==> src/rtl/regfile_dump_pkg.sv <==
// rtl/regfile_dump_pkg.sv - shared types and constants for the register-file dump engine
// Optional framing build: REGFILE_DUMP_FRAMING_EN
package regfile_dump_pkg;

   localparam int ADDR_W = 5;
   localparam int DATA_W = 32;
   localparam logic [7:0] SYNC_BYTE = 8'hA5;

   typedef enum logic [2:0] {
      ST_IDLE,
      ST_HDR,
      ST_WAIT,
      ST_SEND,
      ST_CKS,
      ST_FIN
   } dump_state_e;

   function automatic logic [7:0] xor_bytes(input logic [DATA_W-1:0] w);
      return w[7:0] ^ w[15:8] ^ w[23:16] ^ w[31:24];
   endfunction

endpackage

==> src/rtl/dump_byte_serializer.sv <==
// rtl/dump_byte_serializer.sv - loads up to one 32-bit word and emits it LSB byte first over valid/ready
// load_last_i is the index of the final byte (3 for a full word), so short header/checksum loads reuse it
module dump_byte_serializer
   import regfile_dump_pkg::*;
(
   input  logic              clk_i,
   input  logic              rst_i,
   input  logic              load_i,
   input  logic [DATA_W-1:0] load_data_i,
   input  logic [1:0]        load_last_i,
   input  logic              tx_ready_i,
   output logic [7:0]        tx_data_o,
   output logic              tx_valid_o,
   output logic              last_o
);

   logic [DATA_W-1:0] shift_q, shift_d;
   logic [1:0]        cnt_q, cnt_d;
   logic [1:0]        len_q, len_d;
   logic              valid_q, valid_d;
   logic              handshake;

   assign handshake  = valid_q & tx_ready_i;
   assign last_o     = (cnt_q == len_q);
   assign tx_data_o  = shift_q[7:0];
   assign tx_valid_o = valid_q;

   always_comb begin
      shift_d = shift_q;
      cnt_d   = cnt_q;
      len_d   = len_q;
      valid_d = valid_q;
      if (load_i) begin
         shift_d = load_data_i;
         cnt_d   = '0;
         len_d   = load_last_i;
         valid_d = 1'b1;
      end else if (handshake) begin
         // Shifting consumed bytes out leaves tx_data at zero once the word is drained.
         shift_d = shift_q >> 8;
         cnt_d   = cnt_q + 2'd1;
         if (last_o) begin
            valid_d = 1'b0;
         end
      end
   end

   always_ff @(posedge clk_i) begin
      if (rst_i) begin
         shift_q <= '0;
         cnt_q   <= '0;
         len_q   <= '0;
         valid_q <= 1'b0;
      end else begin
         shift_q <= shift_d;
         cnt_q   <= cnt_d;
         len_q   <= len_d;
         valid_q <= valid_d;
      end
   end

endmodule

==> src/rtl/regfile_dump.sv <==
// rtl/regfile_dump.sv - walks the register file, streams each word as bytes, halts the core meanwhile
// Optional sync/count header and XOR checksum trailer: REGFILE_DUMP_FRAMING_EN
module regfile_dump
   import regfile_dump_pkg::*;
#(
   parameter int FIRST_REG    = 0,
   parameter int LAST_REG     = 31,
   parameter int READ_LATENCY = 1
) (
   input  logic              clk_i,
   input  logic              rst_i,
   input  logic              start_i,
   output logic              busy_o,
   output logic              done_o,
   output logic              core_halt_o,
   output logic [ADDR_W-1:0] rd_addr_o,
   input  logic [DATA_W-1:0] rd_data_i,
   output logic [7:0]        tx_data_o,
   output logic              tx_valid_o,
   input  logic              tx_ready_i
);

   localparam int                WAIT_W    = $clog2(READ_LATENCY + 2);
   localparam logic [WAIT_W-1:0] WAIT_END  = WAIT_W'(READ_LATENCY);
   localparam logic [ADDR_W-1:0] FIRST_IDX = ADDR_W'(FIRST_REG);
   localparam logic [ADDR_W-1:0] LAST_IDX  = ADDR_W'(LAST_REG);

   if (LAST_REG < FIRST_REG || FIRST_REG < 0 || LAST_REG > 31 || READ_LATENCY < 0) begin : g_bad_params
      $error("regfile_dump: need 0 <= FIRST_REG <= LAST_REG <= 31 and READ_LATENCY >= 0");
   end

   dump_state_e       state_q, state_d;
   logic [ADDR_W-1:0] idx_q, idx_d;
   logic [WAIT_W-1:0] wait_q, wait_d;
   logic              ser_load;
   logic [DATA_W-1:0] ser_data;
   logic [1:0]        ser_last_idx;
   logic              ser_last;
   logic              ser_done;
   logic [DATA_W-1:0] word;

`ifdef REGFILE_DUMP_FRAMING_EN
   localparam logic [7:0] REG_COUNT = 8'(LAST_REG - FIRST_REG + 1);
   logic [7:0] xor_q, xor_d;
`endif

   // x0 is architecturally zero but the block RAM behind the port does not guarantee it.
   assign word     = (idx_q == '0) ? '0 : rd_data_i;
   assign ser_done = tx_valid_o & tx_ready_i & ser_last;

   always_comb begin
      state_d      = state_q;
      idx_d        = idx_q;
      wait_d       = wait_q;
      ser_load     = 1'b0;
      ser_data     = '0;
      ser_last_idx = 2'd3;
`ifdef REGFILE_DUMP_FRAMING_EN
      xor_d        = xor_q;
`endif
      case (state_q)
         ST_IDLE: begin
            if (start_i) begin
               idx_d  = FIRST_IDX;
               wait_d = '0;
`ifdef REGFILE_DUMP_FRAMING_EN
               state_d      = ST_HDR;
               ser_load     = 1'b1;
               ser_data     = {16'h0, REG_COUNT, SYNC_BYTE};
               ser_last_idx = 2'd1;
               xor_d        = '0;
`else
               state_d = ST_WAIT;
`endif
            end
         end
`ifdef REGFILE_DUMP_FRAMING_EN
         ST_HDR: begin
            if (ser_done) begin
               state_d = ST_WAIT;
            end
         end
`endif
         ST_WAIT: begin
            if (wait_q == WAIT_END) begin
               ser_load = 1'b1;
               ser_data = word;
               state_d  = ST_SEND;
`ifdef REGFILE_DUMP_FRAMING_EN
               xor_d    = xor_q ^ xor_bytes(word);
`endif
            end else begin
               wait_d = wait_q + 1'b1;
            end
         end
         ST_SEND: begin
            if (ser_done) begin
               if (idx_q == LAST_IDX) begin
`ifdef REGFILE_DUMP_FRAMING_EN
                  state_d      = ST_CKS;
                  ser_load     = 1'b1;
                  ser_data     = {24'h0, xor_q};
                  ser_last_idx = 2'd0;
`else
                  state_d = ST_FIN;
`endif
               end else begin
                  idx_d   = idx_q + 1'b1;
                  wait_d  = '0;
                  state_d = ST_WAIT;
               end
            end
         end
`ifdef REGFILE_DUMP_FRAMING_EN
         ST_CKS: begin
            if (ser_done) begin
               state_d = ST_FIN;
            end
         end
`endif
         ST_FIN:  state_d = ST_IDLE;
         default: state_d = ST_IDLE;
      endcase
   end

   always_ff @(posedge clk_i) begin
      if (rst_i) begin
         state_q <= ST_IDLE;
         idx_q   <= '0;
         wait_q  <= '0;
`ifdef REGFILE_DUMP_FRAMING_EN
         xor_q   <= '0;
`endif
      end else begin
         state_q <= state_d;
         idx_q   <= idx_d;
         wait_q  <= wait_d;
`ifdef REGFILE_DUMP_FRAMING_EN
         xor_q   <= xor_d;
`endif
      end
   end

   assign busy_o      = (state_q != ST_IDLE) && (state_q != ST_FIN);
   assign done_o      = (state_q == ST_FIN);
   assign core_halt_o = busy_o;
   assign rd_addr_o   = idx_q;

   dump_byte_serializer u_ser (
      .clk_i       (clk_i),
      .rst_i       (rst_i),
      .load_i      (ser_load),
      .load_data_i (ser_data),
      .load_last_i (ser_last_idx),
      .tx_ready_i  (tx_ready_i),
      .tx_data_o   (tx_data_o),
      .tx_valid_o  (tx_valid_o),
      .last_o      (ser_last)
   );

endmodule

==> config.mk <==
export PLATFORM = sky130hd
export DESIGN_NAME = regfile_dump
export DESIGN_NICKNAME = d
export VERILOG_FILES = /design/src/rtl/regfile_dump_pkg.sv /design/src/rtl/dump_byte_serializer.sv /design/src/rtl/regfile_dump.sv
export SDC_FILE = /design/constraint.sdc
export NUM_CORES = 1
export LEC_CHECK = 0
export BUFFER_PORTS_ARGS = -buffer_cell sky130_fd_sc_hd__buf_2
export CAP_MARGIN = 20
export CORE_MARGIN = 4
export CORE_UTILIZATION = 30
export DETAILED_ROUTE_END_ITERATION = 12
export GPL_ROUTABILITY_DRIVEN = 0
export PLACE_DENSITY = 0.49
export SLEW_MARGIN = 5
export SYNTH_ARGS = -nofsm -noshare
export SYNTH_HDL_FRONTEND = slang
export SYNTH_SLANG_ARGS = --single-unit
==> constraint.sdc <==
create_clock -name clk_i -period 2.7 [get_ports clk_i]
set_input_delay 0 -clock clk_i [delete_from_list [all_inputs] [get_ports clk_i]]
set_output_delay 0 -clock clk_i [all_outputs]
set_load 0.005 [all_outputs]
# Yosys cells after proc, flatten, opt, wreduce, memory -nomap -nowiden
# Index checks and enable logic that the tools add are counted.
# classes
add_sub_neg	3
n_eq_ne	12
mux	24
bitwise	2
n_reduce_logical	13
# ops
cell	n
two-way mux 32 bit	5
two-way mux 5 bit	3
two-way mux 3 bit	4
inequality test 2 bit, second input constant	5
case mux 5 bit (2 select lines)	1
case mux 3 bit (3 select lines)	1
two-way mux 2 bit	4
equality test 3 x 2 -> 1 bit, second input constant	2
case mux 2 bit (3 select lines)	1
nonzero test 2 bit	3
nonzero test 3 bit	2
adder 5 x 1 -> 5 bit, second input constant	1
equality test 5 bit, second input constant	1
logical NOT 5 bit	1
two-way mux 1 bit	5
AND reduction 5 bit	1
adder 2 x 1 -> 2 bit, second input constant	2
AND reduction 4 bit	1
equality test 3 bit, second input constant	1
logical NOT 3 bit	1
inequality test 3 bit, second input constant	1
AND reduction 3 bit	1
bitwise AND 1 bit	2
equality test 2 x 1 -> 1 bit, second input constant	1
other kinds (4)	4
# word_totals
regBits	46
input_bits	36
output_inout_bits	17
elab_cells	61

# Logic depth before layout (Yosys ltp)
# Gate-level depths: netlist (run 1).
# logic_depth
depth_word	5
ltp_mapped	8
mapped_depth_nobuf	7

# Modules after synthesis
# From an unflattened synthesis (run 1), not the netlist that was laid out.
# hier_totals
cells_unflattened	309
area_unflattened_um2	2810.2
# by_module_without_submodules
module	instances	cells_per_inst	area_each_um2	seq_area_each_um2
dump_byte_serializer	1	202	1954.4	740.7
regfile_dump	1	107	855.8	200.2

# Worst setup path after synthesis (run 1)
# Ideal clock, no wire load.
# synth_path
path_kind	register to register
startpoint	register idx_q[0] (netlist: rd_addr_o[0])
endpoint	register idx_q[2] (netlist: rd_addr_o[2])
setup_time_ns	0.075
arrival_ns	1.871
required_ns	2.625
path_slack_ns	0.754
path_stages_with_launch	8
n_path_buf	0
synth_period_minus_slack_ns	1.946
path_cell_list	dfxtp_1 -> ha_1 -> and3_1 -> ha_1 -> and4b_1 -> o211ai_4 -> or3b_1 -> a31oi_1
# synth_between
elab_chain_len	4
elab_cells_between_ends	7
cone_classes	add/sub (1); eq/ne (2); mux (3); reduce/logical (1)
# synth_lines
element	line_no	text
from (decl)	regfile_dump.sv:33	logic [ADDR_W-1:0] idx_q, idx_d;
from (signal assigned)	regfile_dump.sv:136	idx_q <= idx_d;
adder 5 x 1 -> 5 bit	regfile_dump.sv:108	idx_d = idx_q + 1'b1;
two-way mux 5 bit	regfile_dump.sv:98	if (idx_q == LAST_IDX) begin
two-way mux 5 bit	regfile_dump.sv:97	if (ser_done) begin
case mux 5 bit (2 select lines)	regfile_dump.sv:61	case (state_q)
# Parallel ways exist; a longest one is shown, timed or not. The select of a mux whose other input is x is not followed.
# A chain may end at the register's enable or synchronous reset.

# Worst setup path in the final report (run 1)
# Ends and elaborated chain as after synthesis.

==> results.md, run 1 <==
- First-pass GRT wire length: 9025 µm
- Xor/xnor share of the synthesized area: 1.088%
- Synth top area share: 38.13%
- Compound-Gate Fraction of Synth Area: 22.69%
- VDD IR-drop max: 0.1762 mV
- DP HPWL: 3796 µm
- FF-to-FF path depth: 7
- P per Cell Area: 514.6 mW/mm²
- Leak: 1.241 nW
- Layout cells sized above 1: 41.20%
- Main combinational cell family by area after synthesis: simple AND/OR/NAND/NOR gates
- Starting Density: 31.09%
- Status: completed
- Internal Power: 1.087 mW
- Storage element area: 920.9 µm²
- Vias in the first global route: 1779
- Final #Nets: 323
- Synth top area cells: dfxtp_1 38%, a221oi_2 14%, nor3_2 8.7%
- Critical R2R Capture: rd_addr_o[2]$_SDFFE_PP0P_
- Hold path start: rd_data_i[7]
- Congestion Overflow GR: 0
- Worst-Skew Late Latency: 0.30 ns
- Global-route usage over all layers: 11.52%
- Hold_buf cts: 8
- Clock Path Buffers: 2
- Final hold viol count: 0
- Antenna Violating Nets Remaining: 0
- Synth Cell Area: 0.002415 mm²
- Sw power: 0.3869 mW
- CTS Sinks: 46
- FF-to-FF setup slack: 0.62 ns
- Metal3 WL: 240 µm
- Max Cap Viol: 0
- Setup Viol. Count Final: 0
- Synthesized instance count: 238
- Post-synthesis sequential area ratio: 38.13%
- Wire length per cell: 14.20 µm
- Syn_area_per_cell: 10.15 µm²
- Post-synthesis mux area share: 1.244%
- Comb pwr share: 15.2%
- Die W: 97.72 µm
- Clock transition at path regs: 0.09 ns
- Post-CTS sizing: 0
- Crit Path Max Fanout: 8
- FF+latch count, synth: 46
- F_max: 0.4797 GHz
- Yosys cell types: 52
- CTS root buffer: clkbuf_8
- Max Slew Vio Count: 0
- Reg power frac: 50.3%
- Die Y: 97.72 µm
- EDFF count, synth: 0
- Iteration count of the initial detailed-routing pass: 4
- Asr flop ratio synth: 0%
- CP Class: reg2reg
- Fillcell total: 834
- Mapped Nets: 278
- Worst path arrival time: 2.31 ns
- Final Critical Period: 2.085 ns
- Post-CTS Setup Repair Bufs: 0
- Hold crit path type: in2reg
- CP Launch Type: flip-flop
- Critical Path Sink Type: flip-flop
- Actual slew at the worst max-slew pin: 0.7480 ns
- Req. time, crit path: 2.92 ns
- Synth Area in Simple Gates: 26.27%
- Detailed Route Iter0 Violations: 54
- Slew HR: 50.13%
- Hold Path Sink: u_ser.shift_q[7]$_SDFFE_PP0P_
- Highest Signal Layer: met4
- Metal-1 WL: 2608 µm
- Layout area overhead: 18.60%
- Port Buf Inserts: 52
- Initial antenna violation count: 0
- Clk pwr share: 34.5%
- Yosys warning total: 0
- Vias per cell: 4.777
- Diodes inserted: 0
- H-tree levels: 2
- Inserted Clock Buffers: 5
- Die Area: 0.009549 mm²
- Adder-cell share of the synthesized area: 2.073%
- Net Sw Frac: 26.25%
- Final Cycle Share: 77.21%
- Largest net degree at the start of global routing: 33
- Ys flop type: dfxtp_1
- # rows: 32
- WL met2: 2569 µm
- Reg-to-reg startpoint: rd_addr_o[0]$_SDFFE_PP0P_
- RSZ-0062 raised after global routing: no
- Core region area: 0.007767 mm²
- CTS tree: done
- Multi-input gate area: 0.001301 mm²
- Via count: 1844
- Hold depth: 3
- Worst clock skew: 0.01072 ns
- Number of remaining DRC errors: 0
- Power Total: 1.474 mW
- Io pins: 53
- Cell taking the most area after synthesis: dfxtp_1
- Final TNS setup: 0 ns
- Drt total wl: 5481 µm
[power by group through the flow]
stage / Combinational, mW / Clock (mW) / Sequential, mW
final: 0.224 / 0.509 / 0.741
after global routing: 0.250 / 0.555 / 0.746
after CTS: 0.227 / 0.529 / 0.741
after detailed placement: 0.218 / 0 / 0.757
after global placement: 0.217 / 0 / 0.757
after floorplan: 0.164 / 0 / 0.746
[state kept, by name, indices dropped and copies added (netlist names)]
register and cells:
u_ser.tx_valid_o 1, state_q 3, u_ser.cnt_q 2, rd_addr_o 5
u_ser.len_q 1, wait_q 2, u_ser.shift_q 32
[worst max-delay path, stage by stage, from the launching register on]
cell and delay, ns:
dfxtp_1 0.35, ha_1 0.23, and3_1 0.19, ha_1 0.22, and4b_1 0.33, o211ai_4 0.15
or3b_1 0.39, a31oi_1 0.15
[cell usage in the layout (no fill, tap or decap), drive strengths merged, types with 4 or more instances in the layout]
| cell type | instances |
|---|---|
| buf | 58 |
| dfxtp | 46 |
| nor2 | 45 |
| nor3 | 27 |
| a221oi | 24 |
| dlygate4sd3 | 8 |
| a22oi | 7 |
| clkbuf | 6 |
| inv | 5 |
| a21oi | 5 |
| ha | 4 |
| nand2 | 4 |
[synthesized netlist by cell type (all sizes together) (2+ instances only)]
master and count:
dfxtp 46, nor2 45, nor3 27, a221oi 24
buf 23, a22oi 7, a21oi 5, clkbuf 5
inv 5, ha 4, nand2 4, and2 3
mux2i 3, nand3 3, o21ai 3, a311oi 2
and3 2, nand2b 2, nor4b 2, o211ai 2
xor2 2
[layer usage]
| layer | GRT usage (%) | vias up |
|---|---|---|
| met4 | 3.514 | 0 |
| met5 | 0 | - |
| met1 | 15.54 | 846 |
| met2 | 17.98 | 33 |
| met3 | 3.159 | 5 |
| li1 | - | 960 |
[cell type report]
| cell class | count | share of cell area, % |
|---|---|---|
| Clock inverter | 2 | 1.311 |
| Multi-Input combinational cell | 159 | 45.43 |
| Clock buffer | 6 | 2.534 |
| Tap cell | 102 | 4.456 |
| Sequential cell | 46 | 32.15 |
| Inverter | 5 | 0.6553 |
| Timing Repair Buffer | 66 | 13.46 |
[cells by family (layout without fill, tap and decap cells)]
family	after synthesis	count (layout)
DFF	46	46
muxes	3	3
adders and majority gates	4	4
and+or+nand+nor	99	99
buffers and inverters	33	79
xor gates and xnor gates	3	3
AOI/OAI and AO/OA	50	50
[how the worst max path moves through the flow]
stage	start	endpoint	slack, ns	depth (start not counted)
6_report	rd_addr_o[0]$_SDFFE_PP0P_	rd_addr_o[2]$_SDFFE_PP0P_	0.62	7
3_5_place_dp	rd_addr_o[0]$_SDFFE_PP0P_	rd_addr_o[2]$_SDFFE_PP0P_	0.64	7
4_1_cts	rd_addr_o[0]$_SDFFE_PP0P_	rd_addr_o[2]$_SDFFE_PP0P_	0.61	7
3_3_place_gp	state_q[0]$_SDFFE_PP0P_	u_ser.shift_q[8]$_SDFFE_PP0P_	0.65	5
2_1_floorplan	rd_addr_o[0]$_SDFFE_PP0P_	rd_addr_o[2]$_SDFFE_PP0P_	0.75	7
5_1_grt	rd_addr_o[0]$_SDFFE_PP0P_	rd_addr_o[2]$_SDFFE_PP0P_	0.48	7
[per-stage QoR]
| stage | util [%] | cell area (µm²) | cells | worst slack, ns | hold slack, ns |
|---|---|---|---|---|---|
| 3_3_place_gp | 34.42 | 2674 | 370 | 0.6518 | 0.2401 |
| 2_1_floorplan | - | 2415 | 238 | 0.7537 | 0.1370 |
| 3_5_place_dp | 34.42 | 2674 | 370 | 0.6435 | 0.2464 |
| 4_1_cts | 36.87 | 2864 | 386 | 0.6147 | 0.00005715 |
| 6_report | 36.87 | 2864 | 386 | 0.6155 | 0.009166 |
| 5_1_grt | 36.87 | 2864 | 386 | 0.4824 | 0.004739 |
No activity file was read; power rests on OpenSTA's default activity.
==> run 2, diff against run 1 <==
==> constraint.sdc (replaced) <==
create_clock -name clk_i -period 2.1 [get_ports clk_i]
set_input_delay 0 -clock clk_i [delete_from_list [all_inputs] [get_ports clk_i]]
set_output_delay 0 -clock clk_i [all_outputs]
set_load 0.005 [all_outputs]
==> results.md, run 2 (same netlist as run 1, synthesis figures left out) <==
- Starting Density: 31.09% (unchanged)
- Wire length per cell: 14.41 µm (+1.5%)
- Port Buf Inserts: 52 (unchanged)
- Hold Path Sink: u_ser.shift_q[7]$_SDFFE_PP0P_
- DP HPWL: 3847 µm (+1.3%)
- CTS root buffer: clkbuf_8
- Hold path start: rd_data_i[7]
- Req. time, crit path: 2.32 ns (-0.60 ns)
- H-tree levels: 2 (unchanged)
- Layout cells sized above 1: 43.39% (+2.2 points)
- Drt total wl: 5720 µm (+4.4%)
- Io pins: 53 (unchanged)
- Die W: 97.72 µm (unchanged)
- Clock transition at path regs: 0.10 ns (about the same)
- Largest reg by FF count: u_ser.shift_q
- Status: completed
- Crit Path Max Fanout: 7 (-1)
- Final Cycle Share: 94.95% (+18 points)
- # rows: 32 (unchanged)
- WHS: 0.006177 ns (-0.002989 ns)
- First-pass GRT wire length: 9232 µm (+2.3%)
- Worst path arrival time: 2.22 ns (-0.09 ns)
- Final TNS setup: 0 ns (unchanged)
- Iteration count of the initial detailed-routing pass: 5 (+1)
- P per Cell Area: 680.3 mW/mm² (+32%)
- Diodes inserted: 0 (unchanged)
- Hold crit path type: in2reg
- CP Class: reg2reg
- Reg-to-reg startpoint: rd_addr_o[0]$_SDFFE_PP0P_
- Slew HR: 28.42% (-22 points)
- Worst clock skew: 0.01168 ns (+0.0009505 ns)
- Congestion Overflow GR: 0 (unchanged)
- Initial antenna violation count: 0 (unchanged)
- Die Area: 0.009549 mm² (unchanged)
- Layout area overhead: 24.15%
- FF-to-FF setup slack: 0.11 ns (-0.51 ns)
- Most frequent cells in the layout: 52 x buf_2, 45 x dfxtp_1, 44 x nor2_1, 22 x a221oi_2, 21 x nor3_2
- Critical Path Sink Type: flip-flop
- CTS tree: done
- Actual slew at the worst max-slew pin: 1.074 ns (+0.3256 ns)
- Detailed Route Iter0 Violations: 110 (+100%)
- Max Slew Vio Count: 0 (unchanged)
- Worst-Skew Late Latency: 0.30 ns (about the same)
- RSZ-0062 raised after global routing: no
- Utilization after layout: 38.60% (+1.7 points)
- Core region area: 0.007767 mm² (unchanged)
- Inserted Clock Buffers: 5 (unchanged)
- Setup Viol. Count Final: 0 (unchanged)
- F_max: 0.5015 GHz (+4.5%)
- CTS Sinks: 46 (unchanged)
- VDD IR-drop max: 0.2871 mV (+63%)
- FF-to-FF path depth: 7 (unchanged)
- Leak: 1.312 nW (+5.7%)
- Vias in the first global route: 1809 (+1.7%)
- Final #Nets: 334 (+3.4%)
- Largest net degree at the start of global routing: 32 (-3.0%)
- Via count: 1935 (+4.9%)
- Most common cell after layout, fill and taps aside: buf_2
- Hold depth: 3 (unchanged)
- Post-route cell area: 0.002998 mm² (+4.7%)
- Area post-placement: 0.002716 mm² (+1.6%)
- CP Launch Type: flip-flop
- Critical R2R Capture: rd_addr_o[2]$_SDFFE_PP0P_
- Max Cap Viol: 0 (unchanged)
- Global-route usage over all layers: 11.63% (+0.10 points)
- Max reg flops: 32 (unchanged)
- Number of remaining DRC errors: 0 (unchanged)
- Final hold viol count: 0 (unchanged)
- Clock Path Buffers: 2 (unchanged)
- Final Critical Period: 1.994 ns (-0.09052 ns)
- Vias per cell: 4.874 (+2.0%)
- Antenna Violating Nets Remaining: 0 (unchanged)
- Die Y: 97.72 µm (unchanged)
- Fillcell total: 827 (-0.84%)
## run 2: what timing repair did
action | CTS | global route
gates resized for setup | 0 | 2
endpoints found under the setup margin | 0 | 21
buffers inserted | 0 | 3
hold buffers | 11 | 0
endpoints found under the hold margin | 11 | 0
## run 2: stage by stage
stage	std cells	worst slack (ns)	total power [mW]
4_1_cts	393	0.02802	2.068
3_3_place_gp	374	0.06021	1.256
6_report	397	0.1060	2.040
2_1_floorplan	238	0.1537	1.170
5_1_grt	397	0.006046	2.143
3_5_place_dp	374	0.04858	1.255
## run 2: layout make-up
type | instances | area (µm²) | share of cell area, %
multi-input cells | 160 | 1311 | 43.74
clock inverters | 3 | 68.82 | 2.295
well taps | 102 | 127.6 | 4.257
repair buffers | 76 | 480.5 | 16.03
inverters | 5 | 18.77 | 0.6260
flip-flops and latches | 46 | 922.1 | 30.76
clock buffers | 5 | 68.82 | 2.295
## run 2: where the power goes
group / leakage, nW / internal [mW] / switching [mW] / total (mW)
Combinational: 0.869 / 0.131 / 0.173 / 0.303
Sequential: 0.374 / 0.916 / 0.0310 / 0.947
Clock: 0.0683 / 0.477 / 0.312 / 0.789
Total: 1.31 / 1.52 / 0.516 / 2.04
## run 2: worst max path at each step
| stage | from | endpoint | slack (ns) | cells after the start |
|---|---|---|---|---|
| 4_1_cts | rd_addr_o[0]$_SDFFE_PP0P_ | rd_addr_o[2]$_SDFFE_PP0P_ | 0.03 | 7 |
| 3_3_place_gp | rd_addr_o[0]$_SDFFE_PP0P_ | rd_addr_o[2]$_SDFFE_PP0P_ | 0.06 | 7 |
| 2_1_floorplan | rd_addr_o[0]$_SDFFE_PP0P_ | rd_addr_o[2]$_SDFFE_PP0P_ | 0.15 | 7 |
| 3_5_place_dp | wait_q[1]$_SDFFE_PP0P_ | u_ser.shift_q[22]$_SDFFE_PP0P_ | 0.05 | 6 |
| 6_report | rd_addr_o[0]$_SDFFE_PP0P_ | rd_addr_o[2]$_SDFFE_PP0P_ | 0.11 | 7 |
| 5_1_grt | rd_addr_o[0]$_SDFFE_PP0P_ | rd_addr_o[2]$_SDFFE_PP0P_ | 0.006 | 7 |
## run 2: worst max-delay path: stages, from the launching register on
cell      delay, ns
dfxtp_2        0.35
ha_1           0.23
and3_1         0.19
ha_1           0.18
and4b_2        0.31
o211ai_4       0.11
or3b_1         0.38
a31oi_1        0.16
## run 2: routing by layer
metal | global-route usage, % | part of all wire [%] | vias up | wire, µm
li1 | - | - | 989 | -
met1 | 16.54 | 51 | 901 | 2900
met2 | 17.92 | 45 | 40 | 2558
met3 | 2.297 | 3.7 | 5 | 209
met4 | 3.195 | 0.91 | 0 | 52
met5 | 0 | 0 | - | 0
